## src/rtl/pipe_stage_skid.sv

```systemverilog
// Two-entry pipeline stage (main + skid) carrying a data payload and a control bundle.
// Latency: 1 cycle from accept into an empty stage to out_valid.
// Backpressure: in_ready = !skid_valid, which is registered, so out_ready never reaches in_ready combinationally.
//
// Ports:
//   clk, rst              rising-edge clock; synchronous active-high reset
//   in_valid/in_ready     upstream handshake; in_data/in_ctrl carry the bundle
//   out_valid/out_ready   downstream handshake; out_data/out_ctrl present the main entry
//   flush                 drops held bundles and any bundle accepted in the same cycle
//   occ                   number of held bundles (0..2)
//   stall_cnt, cnt_clr    saturating count of back-pressured cycles; synchronous clear
module pipe_stage_skid #(
  parameter int DATA_W   = 96,
  parameter int CTRL_W   = 11,
  parameter int CLR_DATA = 0,
  parameter int CNT_W    = 16
) (
  input  logic              clk,
  input  logic              rst,
  input  logic              in_valid,
  output logic              in_ready,
  input  logic [DATA_W-1:0] in_data,
  input  logic [CTRL_W-1:0] in_ctrl,
  input  logic              flush,
  output logic              out_valid,
  input  logic              out_ready,
  output logic [DATA_W-1:0] out_data,
  output logic [CTRL_W-1:0] out_ctrl,
  output logic [1:0]        occ,
  output logic [CNT_W-1:0]  stall_cnt,
  input  logic              cnt_clr
);

  logic              main_valid;
  logic [DATA_W-1:0] main_data;
  logic [CTRL_W-1:0] main_ctrl;
  logic              skid_valid;
  logic [DATA_W-1:0] skid_data;
  logic [CTRL_W-1:0] skid_ctrl;

  logic accept;
  logic xfer;
  logic stall;

  assign in_ready = !skid_valid;
  assign accept   = in_valid && in_ready;
  assign xfer     = main_valid && out_ready;
  assign stall    = main_valid && !out_ready;

  // Bundle storage. The skid entry is only ever filled while main is full
  // and stalled, and it always drains into main first, preserving order.
  always_ff @(posedge clk) begin
    if (rst) begin
      main_valid <= 1'b0;
      main_data  <= '0;
      main_ctrl  <= '0;
      skid_valid <= 1'b0;
      skid_data  <= '0;
      skid_ctrl  <= '0;
    end else if (flush) begin
      // A transfer in this cycle has already been seen by downstream; only
      // the held copies and any incoming bundle are dropped.
      main_valid <= 1'b0;
      skid_valid <= 1'b0;
    end else if (skid_valid) begin
      // in_ready is low here, so no accept can happen.
      if (xfer) begin
        main_data  <= skid_data;
        main_ctrl  <= skid_ctrl;
        skid_valid <= 1'b0;
      end
    end else if (main_valid) begin
      if (xfer) begin
        if (accept) begin
          main_data <= in_data;
          main_ctrl <= in_ctrl;
        end else begin
          main_valid <= 1'b0;
        end
      end else if (accept) begin
        skid_data  <= in_data;
        skid_ctrl  <= in_ctrl;
        skid_valid <= 1'b1;
      end
    end else if (accept) begin
      main_data  <= in_data;
      main_ctrl  <= in_ctrl;
      main_valid <= 1'b1;
    end
  end

  // Stall counter: clear wins over increment; flush leaves it alone.
  always_ff @(posedge clk) begin
    if (rst || cnt_clr) begin
      stall_cnt <= '0;
    end else if (stall && (stall_cnt != {CNT_W{1'b1}})) begin
      stall_cnt <= stall_cnt + 1'b1;
    end
  end

  assign out_valid = main_valid;
  // Control is forced to zero on a bubble so stale write enables never leak.
  assign out_ctrl  = main_valid ? main_ctrl : '0;
  assign out_data  = ((CLR_DATA != 0) && !main_valid) ? '0 : main_data;
  assign occ       = {1'b0, main_valid} + {1'b0, skid_valid};

endmodule

```

## config.mk

```make
export PLATFORM = sky130hd
export DESIGN_NAME = pipe_stage_skid
export DESIGN_NICKNAME = d
export VERILOG_FILES = /design/src/rtl/pipe_stage_skid.sv
export SDC_FILE = /design/constraint.sdc
export NUM_CORES = 1
export LEC_CHECK = 0
export CORE_MARGIN = 1
export CORE_UTILIZATION = 53
export DETAILED_ROUTE_END_ITERATION = 10
export PLACE_DENSITY = 0.95
export SYNTH_ARGS = -nofsm -noshare
export SYNTH_HDL_FRONTEND = slang
export SYNTH_SLANG_ARGS = --single-unit
```

## constraint.sdc

```tcl
create_clock -name clk -period 5.6 [get_ports clk]
set_clock_uncertainty 0.15 [all_clocks]
set_input_delay 0.84 -clock clk [delete_from_list [all_inputs] [get_ports clk]]
set_output_delay 0.84 -clock clk [all_outputs]
set_load 0.01 [all_outputs]
```

# Word level (Yosys, flattened, before mapping)

Cells that the tools add are included.

Register bits: 232
Input bits: 113
Output and inout port bits: 127
Logic and storage cells: 43

Add/subtract/negate cells: 2
Equal/unequal tests: 3
Muxes and demuxes: 18
Bitwise gates (word level): 3
Reduce and logical (&&, ||, !) cells: 10

Operators by type and width:

| kind                                           | count |
|---|---|
| 2-to-1 mux 96 bit                              | 5 |
| 2-to-1 mux 11 bit                              | 6 |
| adder 16 x 1 -> 16 bit (second input constant) | 1 |
| != test 16 bit (second input constant)         | 1 |
| 2-to-1 mux 1 bit                               | 7 |
| AND reduction 5 bit                            | 1 |
| logical AND 1 bit                              | 4 |
| != test 2 x 1 -> 1 bit (second input constant) | 2 |
| inverter 1 bit                                 | 3 |
| AND reduction 3 bit                            | 1 |
| adder 1 x 1 -> 2 bit                           | 1 |
| logical NOT 1 bit                              | 2 |
| OR reduction 2 bit                             | 1 |
| logical OR 1 bit                               | 1 |

# Longest topological paths before layout

Word-level depth: 6
Mapped depth: 8
Gate-level depth less buffers: 5

# Least setup slack after synthesis

Ideal clock, no wire load.

Kind: input -> register
Start point: in out_ready
End point: reg skid_data[21]
Setup time: 0.132 ns
Data arrival time: 2.008 ns
Data required time: 5.318 ns
Setup slack: 3.310 ns
Stages on the path: 8
Path buffers: 4
Path through: nand2b_1 buf_2 or3_1 buf_2 buf_6 buf_2 nand2_1 a21oi_1

Longest elaborated chain between the ends: 3

RTL lines:

| what                          | RTL line | RTL |
|---|---|---|
| start, declared               | 26       | `input logic out_ready,` |
| logical AND 1 bit             | 47       | `assign xfer = main_valid && out_ready;` |
| inverter 1 bit (no line)      | --       |  |
| AND reduction 5 bit (no line) | --       |  |
| end signal, assigned          | 81       | `skid_data <= in_data;` |
| end, declared                 | 38       | `logic [DATA_W-1:0] skid_data;` |

Every way passes these cells.
A chain may end at the register's enable or synchronous reset.

# Final worst setup path

Start point: reg skid_valid
End point: out occ[0]

Longest elaborated chain between the ends: 1

RTL lines:

| what                   | RTL line | RTL |
|---|---|---|
| start, declared        | 37       | `logic skid_valid;` |
| start signal, assigned | 57       | `skid_valid <= 1'b0;` |
| start signal, assigned | 64       | `skid_valid <= 1'b0;` |
| start signal, assigned | 70       | `skid_valid <= 1'b0;` |
| adder 1 x 1 -> 2 bit   | 105      | `assign occ = {1'b0, main_valid} + {1'b0, skid_valid};` |
| end, declared          | 29       | `output logic [1:0] occ,` |

Every way passes these cells.

==> results.py <==
metrics = {
    "grt": {
        "grt_pass1_vias": 7830,
        "grt_pass1_wl_mm": 38.01,
        "grt_max_degree": 131,
        "grt.total_usage": 0.2530,
        "grt_antenna_before_repair": 0,
        "grt.overflow.total": 0,
    },
    "yosys": {
        "syn_avg_cell_area_um2": 8.770,
        "async_flop_share": 0,
        "synth_area_um2": 9358,
        "synth_mux_area_frac": 0.1155,
        "synth_edf_count": 0,
        "yosysMostFrequentCell": "dfxtp_1",
        "ys.flop_type": "dfxtp_1",
        "synthDistinctLibCells": 36,
        "synth_compound_area_frac": 0.1673,
        "synth_top_cells_by_count": "232 x dfxtp_1, 219 x nand2_1, 120 x a21oi_1",
        "yosysTopAreaCell": "dfxtp_1",
        "yosysTopAreaCellShare": 0.4963,
        "synth_area_leaders": "dfxtp_1 50%, mux2i_1 12%, a211oi_1 8.8%, nand2_1 8.8%, a21oi_1 6.4%",
        "yosysWarnings": 0,
        "yosys.area_share.simple": 0.1709,
        "synth_cells": 1067,
        "syn_nets": 1182,
        "synth_xor_area_frac": 0,
        "synth_top_family_by_area": "simple AND/OR/NAND/NOR gates",
        "ys_seq_area_frac": 0.4963,
        "synth-seq-cells": 232,
        "synthAdderAreaFrac": 0.002674,
    },
    "worst_setup_path": {
        "crit_chain": "ha_1 -> clkdlybuf4s50_1",
        "r2r_start": "skid_valid",
        "startpoint": "skid_valid",
        "cp_slowest_cell": "dfxtp_4",
        "slowest_delay_ns": 0.91,
        "required_ns": 4.61,
        "cp_max_fo": 51,
        "cp-start-kind": "register",
        "arrival_ns": 2.26,
        "cp.buffers_inverters": 1,
        "path_class": "reg -> out",
        "critPathCaptureType": "output port",
        "critPathTopFamily": "flip-flops",
    },
    "placed_design": {
        "dp_hpwl_mm": 15.32,
        "gp_congestion": 0.8318,
        "port_buffers": 239,
        "placed_area_um2": 11690,
    },
    "worst_hold_path": {
        "hp-class": "reg -> reg",
        "min-delay-start": "skid_data[34]",
    },
    "cells_and_area": {
        "nets": 1365,
        "antenna_cells": 0,
        "stdcell_area_um2": 12400,
        "final_util": 0.7171,
        "area_growth_syn_to_layout_pct": 32.54,
        "nFillCells": 1212,
        "final_layout_size_suffix_gt1_frac": 0.03956,
    },
    "timing": {
        "tns_ns": 0,
        "tightest_slew_ns": 1.108,
        "rsz0062_at_grt": "no",
        "relSlewSlack": 0.2615,
        "fmax_mhz": 308.1,
        "report.final.slew_viol_count": 0,
        "hold_viol_final": 0,
        "setup_viol": 0,
        "period_share": 0.5795,
        "holdWs_ns": 0.3019,
        "timing.final.crit_period_ns": 3.245,
    },
    "clock_tree": {
        "post_cts_buffers": 0,
        "cts_resized": 0,
        "cts_tree": "yes",
        "max-clock-path-buffers": 3,
        "clk-insertion-delay-late_ns": 0.49,
        "htree_num_levels": 1,
        "root_buffer": "clkbuf_16",
        "hold_buffers": 0,
        "clk_pin_slew_ns": 0.06,
        "cts_made_buffers": 23,
        "clock-sinks": 232,
    },
    "floorplanning": {
        "initial_utilization": 0.5410,
        "die_w_um": 134.9,
        "die_y_um": 134.9,
        "core_area_um2": 17300,
        "dieArea_um2": 18190,
        "num_rows": 48,
        "io_pins": 240,
    },
    "power_and_ir_drop": {
        "fin_total_pwr_uw": 3618,
        "power.density_nw_per_um2": 291.7,
        "leakage_uw": 0.004018,
        "ir_drop_uv": 225.5,
    },
    "drt": {
        "drt_iter0_drc": 492,
        "drtAntennaViolNets": 0,
        "wl_per_cell_um": 16.18,
        "first_pass_iters": 4,
        "vias_per_cell": 5.664,
        "vias": 8433,
        "drcViolationCount": 0,
        "wirelength_mm": 24.09,
    },
    "status": {
        "status": "complete, no violations",
    },
    "job": {
        "cap_viol_max_count": 0,
    },
}
==> path summary, 6_finish.rpt <==
path	cells past startpoint	endpoint	slack, ns
max	2	occ[0]	2.35
min	2	skid_data[34]	0.30
max reg2reg	5	skid_data[87]	2.60
min reg2reg	2	skid_data[34]	0.30
==> state kept, by name, indices dropped and copies added (netlist names) <==
register	cells
main_ctrl	11
out_data	96
out_valid	1
skid_ctrl	11
skid_data	96
skid_valid	1
stall_cnt	16
==> per-layer routing <==
metal	global-route usage	vias up	share of wire
li1	-	4073	-
met1	0.3126	3969	0.40
met2	0.4273	327	0.49
met3	0.05480	64	0.077
met4	0.1036	0	0.039
met5	0	-	0
==> placed cells by master (no fill, tap or decap), types with 2 or more instances in the layout <==
cell type,n
nand4_1,4
nand2b_1,2
mux2i_1,108
clkbuf_16,23
ha_1,2
o21ai_0,6
a21oi_1,120
o31a_1,2
nor2_1,115
clkbuf_8,4
or4_1,6
buf_4,7
clkdlybuf4s50_1,238
a211oi_1,110
or2_1,2
inv_1,3
dfxtp_1,231
and2_1,11
o31ai_1,5
clkinv_2,5
nand2_1,219
clkbuf_1,5
or3_1,2
o21a_1,2
nor4_1,5
nand3_1,8
==> power breakdown <==
group          switching [uW]  internal [uW]
combinational             187            217
sequential               37.3           1710
clock                     614            852
total                     838           2780
==> layout make-up <==
class | instances | area (um^2) | share of cell area
Clock buffer | 32 | 649.4 | 0.05236
Clock inverter | 7 | 63.81 | 0.005145
Inverter | 3 | 11.26 | 0.0009079
Multi-Input combinational cell | 743 | 4283 | 0.3453
Sequential cell | 232 | 4648 | 0.3748
Tap cell | 225 | 281.5 | 0.02270
Timing Repair Buffer | 247 | 2466 | 0.1988
==> worst register-to-register path, stage by stage (launching register included) <==
cell and delay, ns:
dfxtp_4 0.91, nand2b_1 0.36, or3_4 0.72, buf_4 0.48, nand2_1 0.12, a21oi_1 0.18
==> per-stage QoR <==
stage | std cells | setup WS, ns
final | 1489 | 2.355
after global routing | 1489 | 2.267
after CTS | 1489 | 2.330
after detailed placement | 1450 | 2.092
after global placement | 1450 | 2.202
after floorplan | 1067 | 3.310
==> logic make-up (layout without fill, tap and decap cells) <==
logic type	after synthesis	in the layout
fa+ha+maj	2	2
mux	108	108
compound gates	249	249
simple gates	384	384
flops	232	232
buf+inv	92	289
No activity file was read; power rests on OpenSTA's default activity.
==> variant 1: new RTL, same settings <==
Set the parameter `DATA_W` to 100 (it was 96).
--- a/src/rtl/pipe_stage_skid.sv
+++ b/src/rtl/pipe_stage_skid.sv
@@ -10,7 +10,7 @@
 //   occ                   number of held bundles (0..2)
 //   stall_cnt, cnt_clr    saturating count of back-pressured cycles; synchronous clear
 module pipe_stage_skid #(
-  parameter int DATA_W   = 96,
+  parameter int DATA_W   = 100,
   parameter int CTRL_W   = 11,
   parameter int CLR_DATA = 0,
   parameter int CNT_W    = 16
Interface: changed (resized in_data and out_data); port bits go from 240 to 248. The function was not compared with the original's and may differ.
==> variant 1 against the original RTL <==
Clock power up 4%; power is 3.8% higher; critical endpoint unchanged; cell area is 3.3% higher; worst hold slack better by 0.00052 ns; wire length is 2.9% higher; synthesized area rose by 2.6%; sequential cell count grew 8; synthesized cell count rose by 3.3%; critical path type unchanged; setup slack got worse by 0.38 ns; sequential power is 3% higher; die area grew 2.6%; maximum frequency fell by 10%.
==> variant 1: results (changes against the original RTL) <==
* 25.9% — GRT Overall Usage, +0.59 points
* 1531 — count of placed standard cells in the final layout, fillers left out, +2.8%
* 768 — Multi-Input Combinational, +3.4%
* 0.234 mV — maximum vdd ir drop, +3.9%
* completed — result of the run
* 30.2% — GR Util met1, -1.1 points
* 22.8% — switching share of power, -0.38 points
* 247 — buffers added on ports, +3.3%
* 0.00416 uW — leakage power total, +3.5%
* 2.63 ns — arrival time at the worst endpoint, +0.37 ns
* 12100 microns — detailed-routed wire length on met2, +3.4%
* 0.75 ns — Crit path largest cell delay, -0.16 ns
* 24800 microns — Detailed Route WL, +2.9%
* 35 — clock buffer count, +9.4%
* 37 — synth unique cells, +2.8%
* 489 — DRC marker count from the first detailed-route iteration, -0.61%
* 9850 microns — wire length the detailed router placed on met1, +2.5%
* 34.5% — multi-input logic portion of the cell area, about the same
* 856 uW — net load switching power, +2.1%
* 50.0% — share of synthesized area occupied by flip-flops and latches, +0.39 points
* 37.5% — flip-flop and latch share of the layout cell area, +0.050 points
* 0.0175 sq mm — core region area, +1.0%
* 19.8% — Data buffer area share, -0.071 points
* 1221 — number of filler instances in the final layout, +0.74%
* 39100 microns — first-pass GRT wire length, +2.8%
* 8009 — number of global-route vias before repair, +2.3%
* 2 — antenna fix cells, +2
* sky130_fd_sc_hd__dfxtp_1 (240), sky130_fd_sc_hd__nand2_1 (237), sky130_fd_sc_hd__a21oi_1 (121) — Commonest cells post-synth
* 223 — maximum number of pins on one net before global-route repair, +70%
* 15900 microns — sum of net half-perimeters after detailed placement, +3.5%
* 30.0% — Rel. slew slack, +3.9 points
* 3.76% — share of post-route cells with drive strength above 1, -0.20 points
* sky130_fd_sc_hd__dfxtp_1 (50%), sky130_fd_sc_hd__mux2i_1 (12%), sky130_fd_sc_hd__nand2_1 (9.3%) — dominant cells by area after synthesis
* 1660 microns — sum of met3 wire segment lengths after detailed routing, -10%
* buffers and inverters — family with the most delay on the worst path
* 2 — initial antenna violation count, +2
* 0.0121 sq mm — Post-DP Area, +3.2%
* 1221 — syn_nets, +3.3%
* 4 — inverter count of the layout excluding clock inverters, +1
* 8.72 sq um — Mapped Avg Cell Area, -0.63%
* 1411 — NumNets Final, +3.4%
* 33.4% — Layout Area Growth over Synthesis
* 2.15 ns — Setup WS pre-CTS, +0.0569 ns
* skid_data[26] — HP Start
==> variant 1: cell types whose count changed after synthesis, moves of 7 or more <==
cell	change
sky130_fd_sc_hd__buf_6	-8
sky130_fd_sc_hd__dfxtp_1	+8
sky130_fd_sc_hd__mux2i_1	+9
sky130_fd_sc_hd__nand2_1	+18
sky130_fd_sc_hd__nand3_1	-7
==> variant 1: logic make-up (layout without fill, tap and decap cells) <==
kind of cell	after synthesis	count (layout)	share of synthesized area (%)
buffers and inverters	94	296	4.12
other	0	2	0
AND/OR/NAND/NOR	398	398	16.9
AO/OA/AOI/OAI	251	251	16.5
flip-flops	240	240	50.0
multiplexers	117	117	12.2
adder cells (fa/ha/maj)	2	2	0.261
==> variant 1: worst paths after layout <==
path,end,slack [ns],cells after the start
worst min register to register,skid_data[26],0.30,2
worst max register to register,out_data[22],2.32,6
worst max-delay path,occ[0],1.98,3
worst min-delay path,skid_data[26],0.30,2
==> variant 2: new RTL, config.mk and constraints unchanged <==
Made on the original files. Register the output `stall_cnt` once more, without a reset; this adds one clock of latency there. The other outputs are not delayed to match. Comments in the files are not updated.
--- a/src/rtl/pipe_stage_skid.sv
+++ b/src/rtl/pipe_stage_skid.sv
@@ -30,6 +30,8 @@
   output logic [CNT_W-1:0]  stall_cnt,
   input  logic              cnt_clr
 );
+
+  logic [CNT_W-1:0] stall_cnt_s0;
 
   logic              main_valid;
   logic [DATA_W-1:0] main_data;
@@ -92,9 +94,9 @@
   // Stall counter: clear wins over increment; flush leaves it alone.
   always_ff @(posedge clk) begin
     if (rst || cnt_clr) begin
-      stall_cnt <= '0;
-    end else if (stall && (stall_cnt != {CNT_W{1'b1}})) begin
-      stall_cnt <= stall_cnt + 1'b1;
+      stall_cnt_s0 <= '0;
+    end else if (stall && (stall_cnt_s0 != {CNT_W{1'b1}})) begin
+      stall_cnt_s0 <= stall_cnt_s0 + 1'b1;
     end
   end
 
@@ -104,5 +106,9 @@
   assign out_data  = ((CLR_DATA != 0) && !main_valid) ? '0 : main_data;
   assign occ       = {1'b0, main_valid} + {1'b0, skid_valid};
 
+  always_ff @(posedge clk) begin
+    stall_cnt <= stall_cnt_s0;
+  end
+
 endmodule
 
Check against the original RTL: not settled (the Yosys comparison gave no result); the edit may change what the design does.
==> variant 2 against the original RTL <==
Synthesized cell count grew 1.2%; first-iteration DRC count grew 29%; sequential power grew 6%; setup slack lost 0.042 ns; non-clock buffer count shrank 1; cell area grew 2.9%; sequential cell count grew 16; wire length grew 0.98%; maximum frequency shrank 1.3%; synthesized area grew 2.7%; register-to-register slack lost 0.12 ns; power grew 6.7%.
==> variant 2: results (changes against the original RTL) <==
* 0.51 ns — clk_lat worst skew, +0.02 ns
* 26.5% — Rel. slew slack, +0.36 points
* sky130_fd_sc_hd__dfxtp_1 (248), sky130_fd_sc_hd__nand2_1 (220), sky130_fd_sc_hd__a21oi_1 (116) — Commonest cells post-synth
* 0.816 — Final Wtd Congestion, -1.9%
* 6.21% — clock network contribution to total cell area, +0.46 points
* 11.2% — mux cell area share after synthesis, -0.31 points
* 38.9% — flip-flop and latch share of the layout cell area, +1.4 points
* 38000 microns — first-pass GRT wire length, +0.11%
* 7971 — number of global-route vias before repair, +1.8%
* 741 — Multi-Input Combinational, -0.27%
* 5 — number of search-and-repair iterations in the first detailed-routing pass, +1
* 15200 microns — sum of net half-perimeters after detailed placement, -0.84%
* 42 — clock buffer count, +31%
* 0.260% — synthesized-area fraction occupied by adder cells, -0.0071 points
* 41 — synth unique cells, +14%
* 246 — number of buffers other than clock buffers in the final layout, -0.40%
* 8487 — via count, +0.64%
* 51.7% — share of synthesized area occupied by flip-flops and latches, +2.0 points
* 211 — maximum number of pins on one net before global-route repair, +61%
* 16.1 microns — final routed wire length divided by cell count, -0.43%
* 633 — DRC marker count from the first detailed-route iteration, +29%
* 4.05% — share of post-route cells with drive strength above 1, +0.091 points
* 248 — layout sequential cell count, +6.9%
* 16.1% — compound-gate portion of the synthesized area, -0.68 points
* 3 — number of buffers on the longest clock path, unchanged
* 0.00416 uW — leakage power total, +3.4%
* 19.3% — Data buffer area share, -0.62 points
* 41.3% — Clock Power Share, +0.8 points
* 26 — number of CTS-inserted buffers, +13%
* 1381 — NumNets Final, +1.2%
* 1195 — syn_nets, +1.1%
* completed — result of the run
* 1169 — number of filler instances in the final layout, -3.5%
* sky130_fd_sc_hd__dfxtp_1 (52%), sky130_fd_sc_hd__mux2i_1 (11%), sky130_fd_sc_hd__nand2_1 (8.6%) — dominant cells by area after synthesis
* 3 — inverter count of the layout excluding clock inverters, unchanged
* 2.30 ns — arrival time at the worst endpoint, +0.04 ns
==> variant 2: worst paths after layout <==
check / start / to / slack (ns)
setup / recovery: skid_valid / occ[0] / 2.31
setup reg to reg: skid_valid / skid_data[69] / 2.48
hold reg to reg: stall_cnt_s0[4] / stall_cnt[4] / 0.25
hold / removal: stall_cnt_s0[4] / stall_cnt[4] / 0.25
==> variant 2: metrics by stage <==
step | utilization (%) | setup WS [ns] | cell area [sq um] | std cells | total power [uW]
finish | 73.0 | 2.31 | 12800 | 1510 | 3860
global route | 73.0 | 2.23 | 12800 | 1510 | 4000
CTS | 73.0 | 2.28 | 12800 | 1510 | 3890
detailed placement | 68.5 | 2.15 | 12000 | 1463 | 2300
global placement | 68.5 | 2.26 | 12000 | 1463 | 2290
floorplan | - | 3.37 | 9610 | 1080 | 2070
==> variant 2: metal layers <==
metal,part of all wire [%],global-route usage [%],wire length [microns]
met5,0,0,0
met4,3.3,9.57,801
met3,6.9,5.56,1690
met2,50,44.2,12100
met1,40,29.7,9710
